### config.mk
export PLATFORM = sky130hd
export DESIGN_NAME = gmp_channel_packer_flat
export DESIGN_NICKNAME = d
export VERILOG_FILES = /design/src/rtl/gmp_channel_packer_pkg.sv /design/src/rtl/gmp_channel_packer_if.sv /design/src/rtl/gmp_channel_packer_ctrl.sv /design/src/rtl/gmp_channel_packer.sv /design/src/flat_wrapper.sv
export SDC_FILE = /design/constraint.sdc
export NUM_CORES = 1
export LEC_CHECK = 0
export ABC_AREA = 1
export CAP_MARGIN = 20
export CORE_MARGIN = 5
export CORE_UTILIZATION = 50
export CTS_BUF_LIST = sky130_fd_sc_hd__clkbuf_16
export DETAILED_ROUTE_END_ITERATION = 10
export GPL_TIMING_DRIVEN = 0
export MAX_ROUTING_LAYER = met4
export PLACE_DENSITY = 0.77
export SLEW_MARGIN = 0
export SYNTH_ARGS = -nofsm -noshare
export SYNTH_HDL_FRONTEND = slang
export SYNTH_SLANG_ARGS = --single-unit
export TNS_END_PERCENT = 20
### constraint.sdc
create_clock -name clk -period 2.38 [get_ports clk]
set_clock_uncertainty 0.2 [all_clocks]
set_input_delay 0.714 -clock clk [delete_from_list [all_inputs] [get_ports clk]]
set_output_delay 0.714 -clock clk [all_outputs]
set_load 0.05 [all_outputs]
### src/rtl/gmp_channel_packer_pkg.sv
// Shared defaults, state encoding and slot addressing for the GMP channel packer.
package gmp_channel_packer_pkg;

    localparam int unsigned GMP_BIT_SIZE        = 8;
    localparam int unsigned GMP_ACTIVATIONS     = 36;
    localparam int unsigned GMP_NUM_CHANNELS    = 10;

    typedef enum logic {
        FILL = 1'b0,
        HOLD = 1'b1
    } gmp_state_e;

    function automatic int unsigned slot_offset(input int unsigned j, input int unsigned bits);
        return j * bits;
    endfunction

endpackage

### src/rtl/gmp_channel_packer_if.sv
// Pixel-in / packed-channel-out stream bundle for gmp_channel_packer.
// out_max exists only when GMP_PACK_RUNMAX_EN is defined.
interface gmp_channel_packer_if
    import gmp_channel_packer_pkg::*;
#(
    parameter int unsigned BIT_SIZE        = GMP_BIT_SIZE,
    parameter int unsigned ACTIVATIONS_GMP = GMP_ACTIVATIONS,
    parameter int unsigned NUM_CHANNELS    = GMP_NUM_CHANNELS,
    parameter int unsigned CH_W            = $clog2(NUM_CHANNELS)
);

    logic                                 in_valid;
    logic                                 in_ready;
    logic signed [BIT_SIZE-1:0]           in_pixel;
    logic                                 in_last;
    logic                                 out_valid;
    logic                                 out_ready;
    logic [BIT_SIZE*ACTIVATIONS_GMP-1:0]  out_bus;
    logic [CH_W-1:0]                      out_channel;
    logic                                 err_len;
`ifdef GMP_PACK_RUNMAX_EN
    logic signed [BIT_SIZE-1:0]           out_max;
`endif

    modport master (
        output in_valid, in_pixel, in_last, out_ready,
        input  in_ready, out_valid, out_bus, out_channel, err_len
`ifdef GMP_PACK_RUNMAX_EN
        , input out_max
`endif
    );

    modport slave (
        input  in_valid, in_pixel, in_last, out_ready,
        output in_ready, out_valid, out_bus, out_channel, err_len
`ifdef GMP_PACK_RUNMAX_EN
        , output out_max
`endif
    );

endinterface

### src/rtl/gmp_channel_packer_ctrl.sv
// FILL/HOLD sequencer for the packer: slot counter, channel index, sticky length error,
// and the slot write / bus clear strobes consumed by the top-level data registers.
module gmp_pack_ctrl
    import gmp_channel_packer_pkg::*;
#(
    parameter int unsigned ACTIVATIONS_GMP = GMP_ACTIVATIONS,
    parameter int unsigned NUM_CHANNELS    = GMP_NUM_CHANNELS,
    parameter int unsigned CH_W            = $clog2(NUM_CHANNELS),
    parameter int unsigned CNT_W           = $clog2(ACTIVATIONS_GMP)
) (
    input  logic             clk,
    input  logic             rst,
    input  logic             in_valid,
    input  logic             in_last,
    input  logic             out_ready,
    output logic             in_ready,
    output logic             out_valid,
    output logic [CH_W-1:0]  out_channel,
    output logic             err_len,
    output logic             wr_en,
    output logic [CNT_W-1:0] wr_slot,
    output logic             bus_clr
);

    gmp_state_e       state_q, state_d;
    logic [CNT_W-1:0] count_q, count_d;
    logic [CH_W-1:0]  channel_q, channel_d;
    logic             err_q, err_d;
    logic             at_end;

    always_ff @(posedge clk or negedge rst) begin
        if (!rst) begin
            state_q   <= FILL;
            count_q   <= '0;
            channel_q <= '0;
            err_q     <= 1'b0;
        end else begin
            state_q   <= state_d;
            count_q   <= count_d;
            channel_q <= channel_d;
            err_q     <= err_d;
        end
    end

    always_comb begin
        state_d   = state_q;
        count_d   = count_q;
        channel_d = channel_q;
        err_d     = err_q;
        wr_en     = 1'b0;
        bus_clr   = 1'b0;
        at_end    = (count_q == CNT_W'(ACTIVATIONS_GMP - 1));

        unique case (state_q)
            FILL: begin
                if (in_valid) begin
                    wr_en   = 1'b1;
                    count_d = count_q + CNT_W'(1);
                    if (at_end || in_last) begin
                        state_d = HOLD;
                    end
                    // Either a premature in_last or a full slot set without in_last is a length error.
                    if (at_end != in_last) begin
                        err_d = 1'b1;
                    end
                end
            end
            HOLD: begin
                if (out_ready) begin
                    state_d   = FILL;
                    count_d   = '0;
                    bus_clr   = 1'b1;
                    channel_d = (channel_q == CH_W'(NUM_CHANNELS - 1)) ? '0 : channel_q + CH_W'(1);
                end
            end
            default: state_d = FILL;
        endcase
    end

    assign in_ready    = (state_q == FILL);
    assign out_valid   = (state_q == HOLD);
    assign out_channel = channel_q;
    assign err_len     = err_q;
    assign wr_slot     = count_q;

endmodule

### src/rtl/gmp_channel_packer.sv
// Packs ACTIVATIONS_GMP pixels per channel into one flat bus for global max-pool.
// Optional GMP_PACK_RUNMAX_EN adds a signed running max (0 floor) on out_max.
module gmp_channel_packer
    import gmp_channel_packer_pkg::*;
#(
    parameter int unsigned BIT_SIZE        = GMP_BIT_SIZE,
    parameter int unsigned ACTIVATIONS_GMP = GMP_ACTIVATIONS,
    parameter int unsigned NUM_CHANNELS    = GMP_NUM_CHANNELS,
    parameter int unsigned CH_W            = $clog2(NUM_CHANNELS)
) (
    input  logic                 clk,
    input  logic                 rst,
    gmp_channel_packer_if.slave  bus
);

    localparam int unsigned CNT_W = $clog2(ACTIVATIONS_GMP);

    logic                                wr_en;
    logic                                bus_clr;
    logic [CNT_W-1:0]                    wr_slot;
    logic                                in_ready;
    logic                                out_valid;
    logic [CH_W-1:0]                     out_channel;
    logic                                err_len;
    logic [BIT_SIZE-1:0]                 slot_q [ACTIVATIONS_GMP];
    logic [BIT_SIZE-1:0]                 slot_d [ACTIVATIONS_GMP];
    logic [BIT_SIZE*ACTIVATIONS_GMP-1:0] packed_bus;

    gmp_pack_ctrl #(
        .ACTIVATIONS_GMP (ACTIVATIONS_GMP),
        .NUM_CHANNELS    (NUM_CHANNELS),
        .CH_W            (CH_W),
        .CNT_W           (CNT_W)
    ) u_ctrl (
        .clk         (clk),
        .rst         (rst),
        .in_valid    (bus.in_valid),
        .in_last     (bus.in_last),
        .out_ready   (bus.out_ready),
        .in_ready    (in_ready),
        .out_valid   (out_valid),
        .out_channel (out_channel),
        .err_len     (err_len),
        .wr_en       (wr_en),
        .wr_slot     (wr_slot),
        .bus_clr     (bus_clr)
    );

    always_ff @(posedge clk or negedge rst) begin
        if (!rst) begin
            slot_q <= '{default: '0};
        end else begin
            slot_q <= slot_d;
        end
    end

    always_comb begin
        slot_d = slot_q;
        if (bus_clr) begin
            slot_d = '{default: '0};
        end else if (wr_en) begin
            slot_d[wr_slot] = bus.in_pixel;
        end
    end

    always_comb begin
        packed_bus = '0;
        for (int unsigned j = 0; j < ACTIVATIONS_GMP; j++) begin
            packed_bus[slot_offset(j, BIT_SIZE) +: BIT_SIZE] = slot_q[j];
        end
    end

`ifdef GMP_PACK_RUNMAX_EN
    logic signed [BIT_SIZE-1:0] max_q, max_d;

    always_ff @(posedge clk or negedge rst) begin
        if (!rst) begin
            max_q <= '0;
        end else begin
            max_q <= max_d;
        end
    end

    // Starting from 0 gives the max-pool floor for all-negative channels.
    always_comb begin
        max_d = max_q;
        if (bus_clr) begin
            max_d = '0;
        end else if (wr_en && (bus.in_pixel > max_q)) begin
            max_d = bus.in_pixel;
        end
    end

    assign bus.out_max = max_q;
`endif

    assign bus.in_ready    = in_ready;
    assign bus.out_valid   = out_valid;
    assign bus.out_channel = out_channel;
    assign bus.err_len     = err_len;
    assign bus.out_bus     = packed_bus;

endmodule

### src/flat_wrapper.sv
// flat-port wrapper written by rule: the top's interface ports become plain ports
module gmp_channel_packer_flat import gmp_channel_packer_pkg::*;
#(
    parameter int unsigned BIT_SIZE        = GMP_BIT_SIZE,
    parameter int unsigned ACTIVATIONS_GMP = GMP_ACTIVATIONS,
    parameter int unsigned NUM_CHANNELS    = GMP_NUM_CHANNELS,
    parameter int unsigned CH_W            = $clog2(NUM_CHANNELS)
)
  (clk, rst, bus_in_valid, bus_in_pixel, bus_in_last, bus_out_ready, bus_in_ready, bus_out_valid, bus_out_bus, bus_out_channel, bus_err_len);
  gmp_channel_packer_if #(.BIT_SIZE(BIT_SIZE), .ACTIVATIONS_GMP(ACTIVATIONS_GMP), .NUM_CHANNELS(NUM_CHANNELS), .CH_W(CH_W)) bus_i ();
  input  logic clk;
  input  logic rst;
  input wire logic [$bits(bus_i.in_valid)-1:0] bus_in_valid;
  input wire logic [$bits(bus_i.in_pixel)-1:0] bus_in_pixel;
  input wire logic [$bits(bus_i.in_last)-1:0] bus_in_last;
  input wire logic [$bits(bus_i.out_ready)-1:0] bus_out_ready;
  output wire logic [$bits(bus_i.in_ready)-1:0] bus_in_ready;
  output wire logic [$bits(bus_i.out_valid)-1:0] bus_out_valid;
  output wire logic [$bits(bus_i.out_bus)-1:0] bus_out_bus;
  output wire logic [$bits(bus_i.out_channel)-1:0] bus_out_channel;
  output wire logic [$bits(bus_i.err_len)-1:0] bus_err_len;
  assign bus_i.in_valid = bus_in_valid;
  assign bus_i.in_pixel = bus_in_pixel;
  assign bus_i.in_last = bus_in_last;
  assign bus_i.out_ready = bus_out_ready;
  assign bus_in_ready = bus_i.in_ready;
  assign bus_out_valid = bus_i.out_valid;
  assign bus_out_bus = bus_i.out_bus;
  assign bus_out_channel = bus_i.out_channel;
  assign bus_err_len = bus_i.err_len;
  gmp_channel_packer #(.BIT_SIZE(BIT_SIZE), .ACTIVATIONS_GMP(ACTIVATIONS_GMP), .NUM_CHANNELS(NUM_CHANNELS), .CH_W(CH_W)) u_core (.clk(clk), .rst(rst), .bus(bus_i));
endmodule
# After elaboration in Yosys (flattened, before gate mapping)

Index checks and enable logic that the tools add are counted.

Flip-flop bits (word level): 300
Word-level logic and storage cells: 74
Input port bits: 13

$add $sub $neg: 2
Multiplexer cells: 17
Reductions and logical operators: 6
Equal/unequal tests: 5
Order comparisons: 2
Bitwise logic cells: 2

Operators with widths:

| cell                                                       | number |
|---|---|
| 2-to-1 mux 288 bit                                         | 2 |
| bitwise mux 288 bit                                        | 1 |
| demux 8 bit (select 6 bit)                                 | 1 |
| 2-to-1 mux 6 bit                                           | 2 |
| case mux 6 bit (2 select lines)                            | 1 |
| 2-to-1 mux 8 bit                                           | 1 |
| >= comparator 7 bit, second input constant                 | 1 |
| less-than comparator 7 x 1 -> 1 bit, second input constant | 1 |
| 2-to-1 mux 1 bit                                           | 7 |
| NOT 6 -> 7 bit                                             | 1 |
| adder 6 x 1 -> 6 bit, second input constant                | 1 |
| equality test 6 bit, second input constant                 | 1 |
| adder 4 x 1 -> 4 bit, second input constant                | 1 |
| equality test 4 bit, second input constant                 | 1 |
| 2-to-1 mux 4 bit                                           | 1 |
| inequality test 2 bit, second input constant               | 2 |
| AND reduction 2 bit                                        | 2 |
| AND reduction 3 bit                                        | 1 |
| case mux 1 bit (2 select lines)                            | 1 |
| nonzero test 2 bit                                         | 1 |
| logical AND 1 bit                                          | 1 |
| logical OR 1 bit                                           | 1 |
| inequality test 1 bit                                      | 1 |
| NOT 1 bit                                                  | 1 |

# Depth between registers and ports, before layout

Depth in word-level cells: 8
Mapped depth: 9
Gate-level depth less buffers: 8

# By module

Synthesis repeated with hierarchy kept, for this count alone.

Cell total of the unflattened synthesis: 1335
Area total of the unflattened synthesis: 12216.7 um^2

By module, submodules not included:

| module             | cells each | seq. area each (um^2) | area each (um^2) | times used |
|---|---|---|---|---|
| gmp_channel_packer | 1258       | 7206.9                | 11577.4          | 1 |
| gmp_pack_ctrl      | 77         | 300.3                 | 639.4            | 1 |

# Worst setup path after synthesis

Ideal clock, no wire load.

Path type: register to register
From: reg u_core.u_ctrl.state_q (netlist: u_core.u_ctrl.out_valid)
To: reg u_core.slot_q (netlist bit u_core.bus.out_bus[184])
Library setup time: 0.120 ns
Path slack: 0.331 ns
Path buffers: 1
Required time: 2.060 ns
Stages on the path, launching flop included: 8
Data arrival time: 1.729 ns
Cells stage by stage: dfrtp_1 inv_2 nand2_2 nor2_2 buf_2 nand2_1 nand3_1 nand2_1

Cells in the longest elaborated chain, start to end: 2
Elaborated cells between the ends (all ways): 4

Ends and longest elaborated chain:

| item                                                            | line                          | text |
|---|---|---|
| start: declaration                                              | gmp_channel_packer_ctrl.sv:25 | `gmp_state_e state_q, state_d;` |
| start signal: assignment                                        | gmp_channel_packer_ctrl.sv:38 | `state_q <= state_d;` |
| 2-to-1 mux 1 bit                                                | gmp_channel_packer_ctrl.sv:54 | `unique case (state_q)` |
| 2-to-1 mux 288 bit / nonzero test 2 bit (equally long branches) | --                            |  |
| end signal: assignment                                          | gmp_channel_packer.sv:53      | `slot_q <= slot_d;` |
| end: declaration                                                | gmp_channel_packer.sv:25      | `logic [BIT_SIZE-1:0] slot_q [ACTIVATIONS_GMP];` |

Several ways; a longest one is shown, not always the timed one.
A chain may end at the register's enable or synchronous reset.

# Worst setup path after layout

From: reg u_core.slot_q (netlist bit u_core.bus.out_bus[170])
To: out bus_out_bus[170]

RTL lines:

| item             | line               | text |
|---|---|---|
| end: declaration | flat_wrapper.sv:19 | `output wire logic [$bits(bus_i.out_bus)-1:0] bus_out_bus;` |

No word-level cell between the ends.

==> run_results.csv <==
group,metric,value,unit
run_status,status,"finished with violations",
run_status,violations,"hold timing",
critical_path,worstReg2RegEnd,"u_core.u_ctrl.err_len$_DFFE_PN0P_",
detailed_routing,viasPerCell,5.719,
power_and_ir_drop,power.share.clock,0.332,
clock_network,root_buffer,"clkbuf_16",
run,maxCapViolCount,0,
power_and_ir_drop,power_density,780.7,nW/µm²
synthesis,ys_seq_area_frac,0.5916,
timing,final_hold_viol_count,61,
place,portBuffers,307,
detailed_routing,drt_wl_total,45.48,mm
critical_path,crit_slowest_cell,"clkdlybuf4s15_1",
floorplan,die_area,28670,µm²
clock_network,clock_path_buffers,3,
synthesis,synth_warnings,0,
global_routing,grt_first_pass_wirelength,69.59,mm
clock_network,htreeDepth,1,
power_and_ir_drop,internal_power,0.008363,W
timing,setup_ws,11.45,ps
synthesis,synth_area_leaders,"dfrtp_1, nand3_1, nand2_1",
detailed_routing,drcViolationCount,0,
critical_path,cp-start-kind,"flip-flop",
critical_path,rr_startpoint,"u_core.u_ctrl.wr_slot[3]$_DFFE_PN0P_",
detailed_routing,wl_per_cell,21.40,µm
timing,clock.fmax,0.4222,GHz
floorplan,io_pins,308,
timing,finalMaxSlewViolations,0,
timing,holdWs,-101.3,ps
synthesis,synth_cell_type_count,24,
critical_path,path_depth,1,
layout,final_nets,1789,
timing,tightest_slew,712.0,ps
global_routing,groute.usage.overall,0.3204,
critical_path,cp-endpoint,"bus_out_bus[170]",
layout,final_cells,2125,
global_routing,grt_pass1_vias,11990,
critical_path,path_cells,"clkdlybuf4s15_1",
timing,setup_tns,0,ps
layout,antenna_cells,0,
timing,setup_viol,0,
detailed_routing,drt_iter0_markers,1261,
clock_network,clk_pin_slew_worst_paths,60,ps
global_routing,antenna_found_initial,0,
power_and_ir_drop,p_switching,0.004702,W
critical_path,arrival,1450,ps
synthesis,syn-num-nets,1447,
synthesis,syn_area_per_cell,8.862,µm²
detailed_routing,firstDrtPassIters,5,
synthesis,ys_seq_elements,300,
clock_network,cts_tree,"yes",
critical_path,rr_worst_depth,7,
critical_path,worstPathMaxFanout,2,
detailed_routing,antenna_left,0,
place,dp_hpwl,32.04,mm
critical_path,path_buf_inv,1,
floorplan,chipWidth,169.3,µm
power_and_ir_drop,leakage,9.171,nW
synthesis,synth.top_cell.area_share,0.5916,
global_routing,grt_overflow_total,0,
place,routabilityCongestion,0.8832,
floorplan,start_util,0.5054,
clock_network,postCtsSetupRepairBufs,0,
timing,period_minus_slack,2369,ps
timing,min_period_over_period,0.9952,
synthesis,synth_area_leader_cell,"dfrtp_1",
critical_path,endpoint_kind,"primary output",
critical_path,cp-startpoint,"u_core.bus.out_bus[170]$_DFFE_PN0P_",
layout,areaGrowthSynthToFinish,31.88,%
critical_path,slowest_delay,550,ps
global_routing,grt_max_degree,122,
clock_network,clock_latency,560,ps
critical_path,path_class,"flip-flop to primary output",
synthesis,synth-edff-count,0,
synthesis,netlist_instances,1432,
power_and_ir_drop,peakVddDrop,0.5813,mV
timing,max-slew-margin-rel,0.5236,
power_and_ir_drop,switching_share,0.3599,
synthesis,async_flop_share,1.000,
critical_path,crit_family,"buffers and inverters",
layout,final_layout_size_suffix_gt1_frac,0.1721,
critical_path,r2r_setup_slack,120,ps
timing,rsz0062_at_grt,"yes",
floorplan,fp.coreArea,25110,µm²
place,pre_cts_ws,-683.9,ps
synthesis,synth_area,12690,µm²
place,placed_cells,2071,
power_and_ir_drop,combinationalPowerShare,0.240,
clock_network,clock-sinks,300,
power_and_ir_drop,p_total,0.01306,W
synthesis,ys.flop_type,"dfrtp_1",
critical_path,worstPathRequired,1470,ps
min_path,hp-class,"input pin to asynchronous set/reset pin",
synthesis,netlist_top_cells_count,"nand3_1, nand2_1, dfrtp_1, buf_2, inv_1",
clock_network,cts_buffers,31,
floorplan,rows,58,
synthesis,yosysMostFrequentCell,"nand3_1",
detailed_routing,vias,12150,
floorplan,die_h,169.3,µm
power_and_ir_drop,p_seq_frac,0.428,
final cells by class:
type	count	area, µm²
flip-flops and latches	300	7507
inverters	35	131.4
clock buffers	31	775.7
multi-input cells	995	4583
repair buffers	309	2736
well taps	330	412.9
plain buffers	102	485.5
fillers	2090	8374
clock inverters	23	102.6
timing repair:
item / 4_1_cts / 5_1_grt
endpoints found under the hold margin: 61 / 61
resized for setup: 550 / 189
setup endpoints to repair: 365 / 275
pin swaps: 0 / 0
cloned: 0 / 0
cell families (layout without fill, tap and decap cells):
| logic type | after synthesis | in the layout | synth area share |
|---|---|---|---|
| buf+inv | 137 | 500 | 0.04782 |
| compound gates | 10 | 10 | 0.004634 |
| xor+xnor | 2 | 2 | 0.001381 |
| flops | 300 | 300 | 0.5916 |
| simple gates | 981 | 981 | 0.3526 |
| fa+ha+maj | 2 | 2 | 0.001972 |
metal layers:
layer  wire (µm)  part of all wire  vias to the layer above  track usage
met5           0                 0                        -            -
met4        1778             0.039                        0       0.1194
met3        4929              0.11                      121      0.08432
met2       21310              0.47                      666       0.4981
met1       17460              0.38                     5899       0.4080
li1            -                 -                     5466            -
flip-flops by register name (all words and copies together), names as in the netlist:
name                       count
u_core.u_ctrl.out_channel      4
u_core.u_ctrl.err_len          1
u_core.u_ctrl.wr_slot          6
u_core.u_ctrl.out_valid        1
u_core.bus.out_bus           288
power by group through the flow:
stage                     registers [W]  logic (W)  clock network (W)
after global routing            0.00563    0.00331            0.00458
after CTS                       0.00559    0.00313            0.00436
final                           0.00560    0.00313            0.00434
after floorplan                 0.00655    0.00110                  0
after global placement          0.00569    0.00321                  0
after detailed placement        0.00568    0.00326                  0
worst reg2reg max path: cells and delay by family, from the launching register on:
kind,cells,cell delay [ps]
buf+inv,3,580
flops,1,420
simple gates,2,380
fa+ha+maj,1,320
compound gates,1,240
layout by cell type (no fill, tap or decap), drive strengths merged:
master,n
nor2,40
dlygate4sd2,22
clkinv,17
o21ai,5
clkdlybuf4s50,11
dfrtp,300
nand2,410
xor2,1
a31o,1
ha,2
buf,81
nand3,528
a21oi,1
nor3,1
clkinvlp,1
o22ai,2
clkdlybuf4s15,182
o31ai,1
inv,40
clkbuf,146
nand4,2
xnor2,1
per-stage QoR:
| stage | hold slack [ps] | cell area, µm² | util |
|---|---|---|---|
| floorplan | 218.4 | 12690 | - |
| global placement | 253.4 | 16180 | 0.6442 |
| detailed placement | 262.3 | 16240 | 0.6466 |
| CTS | -99.55 | 17060 | 0.6792 |
| global route | -64.92 | 16730 | 0.6665 |
| finish | -101.3 | 16730 | 0.6665 |
worst min path at each step:
stage,slack [ps],to,cells after the start
global route,-60,u_core.u_ctrl.out_channel[0]$_DFFE_PN0P_,1
finish,-100,u_core.u_ctrl.out_channel[1]$_DFFE_PN0P_,1
global placement,250,u_core.u_ctrl.err_len$_DFFE_PN0P_,1
floorplan,220,u_core.bus.out_bus[0]$_DFFE_PN0P_,0
detailed placement,260,u_core.u_ctrl.err_len$_DFFE_PN0P_,1
CTS,-100,u_core.u_ctrl.out_channel[1]$_DFFE_PN0P_,1
Note: power is estimated with default switching activity, not from simulation.
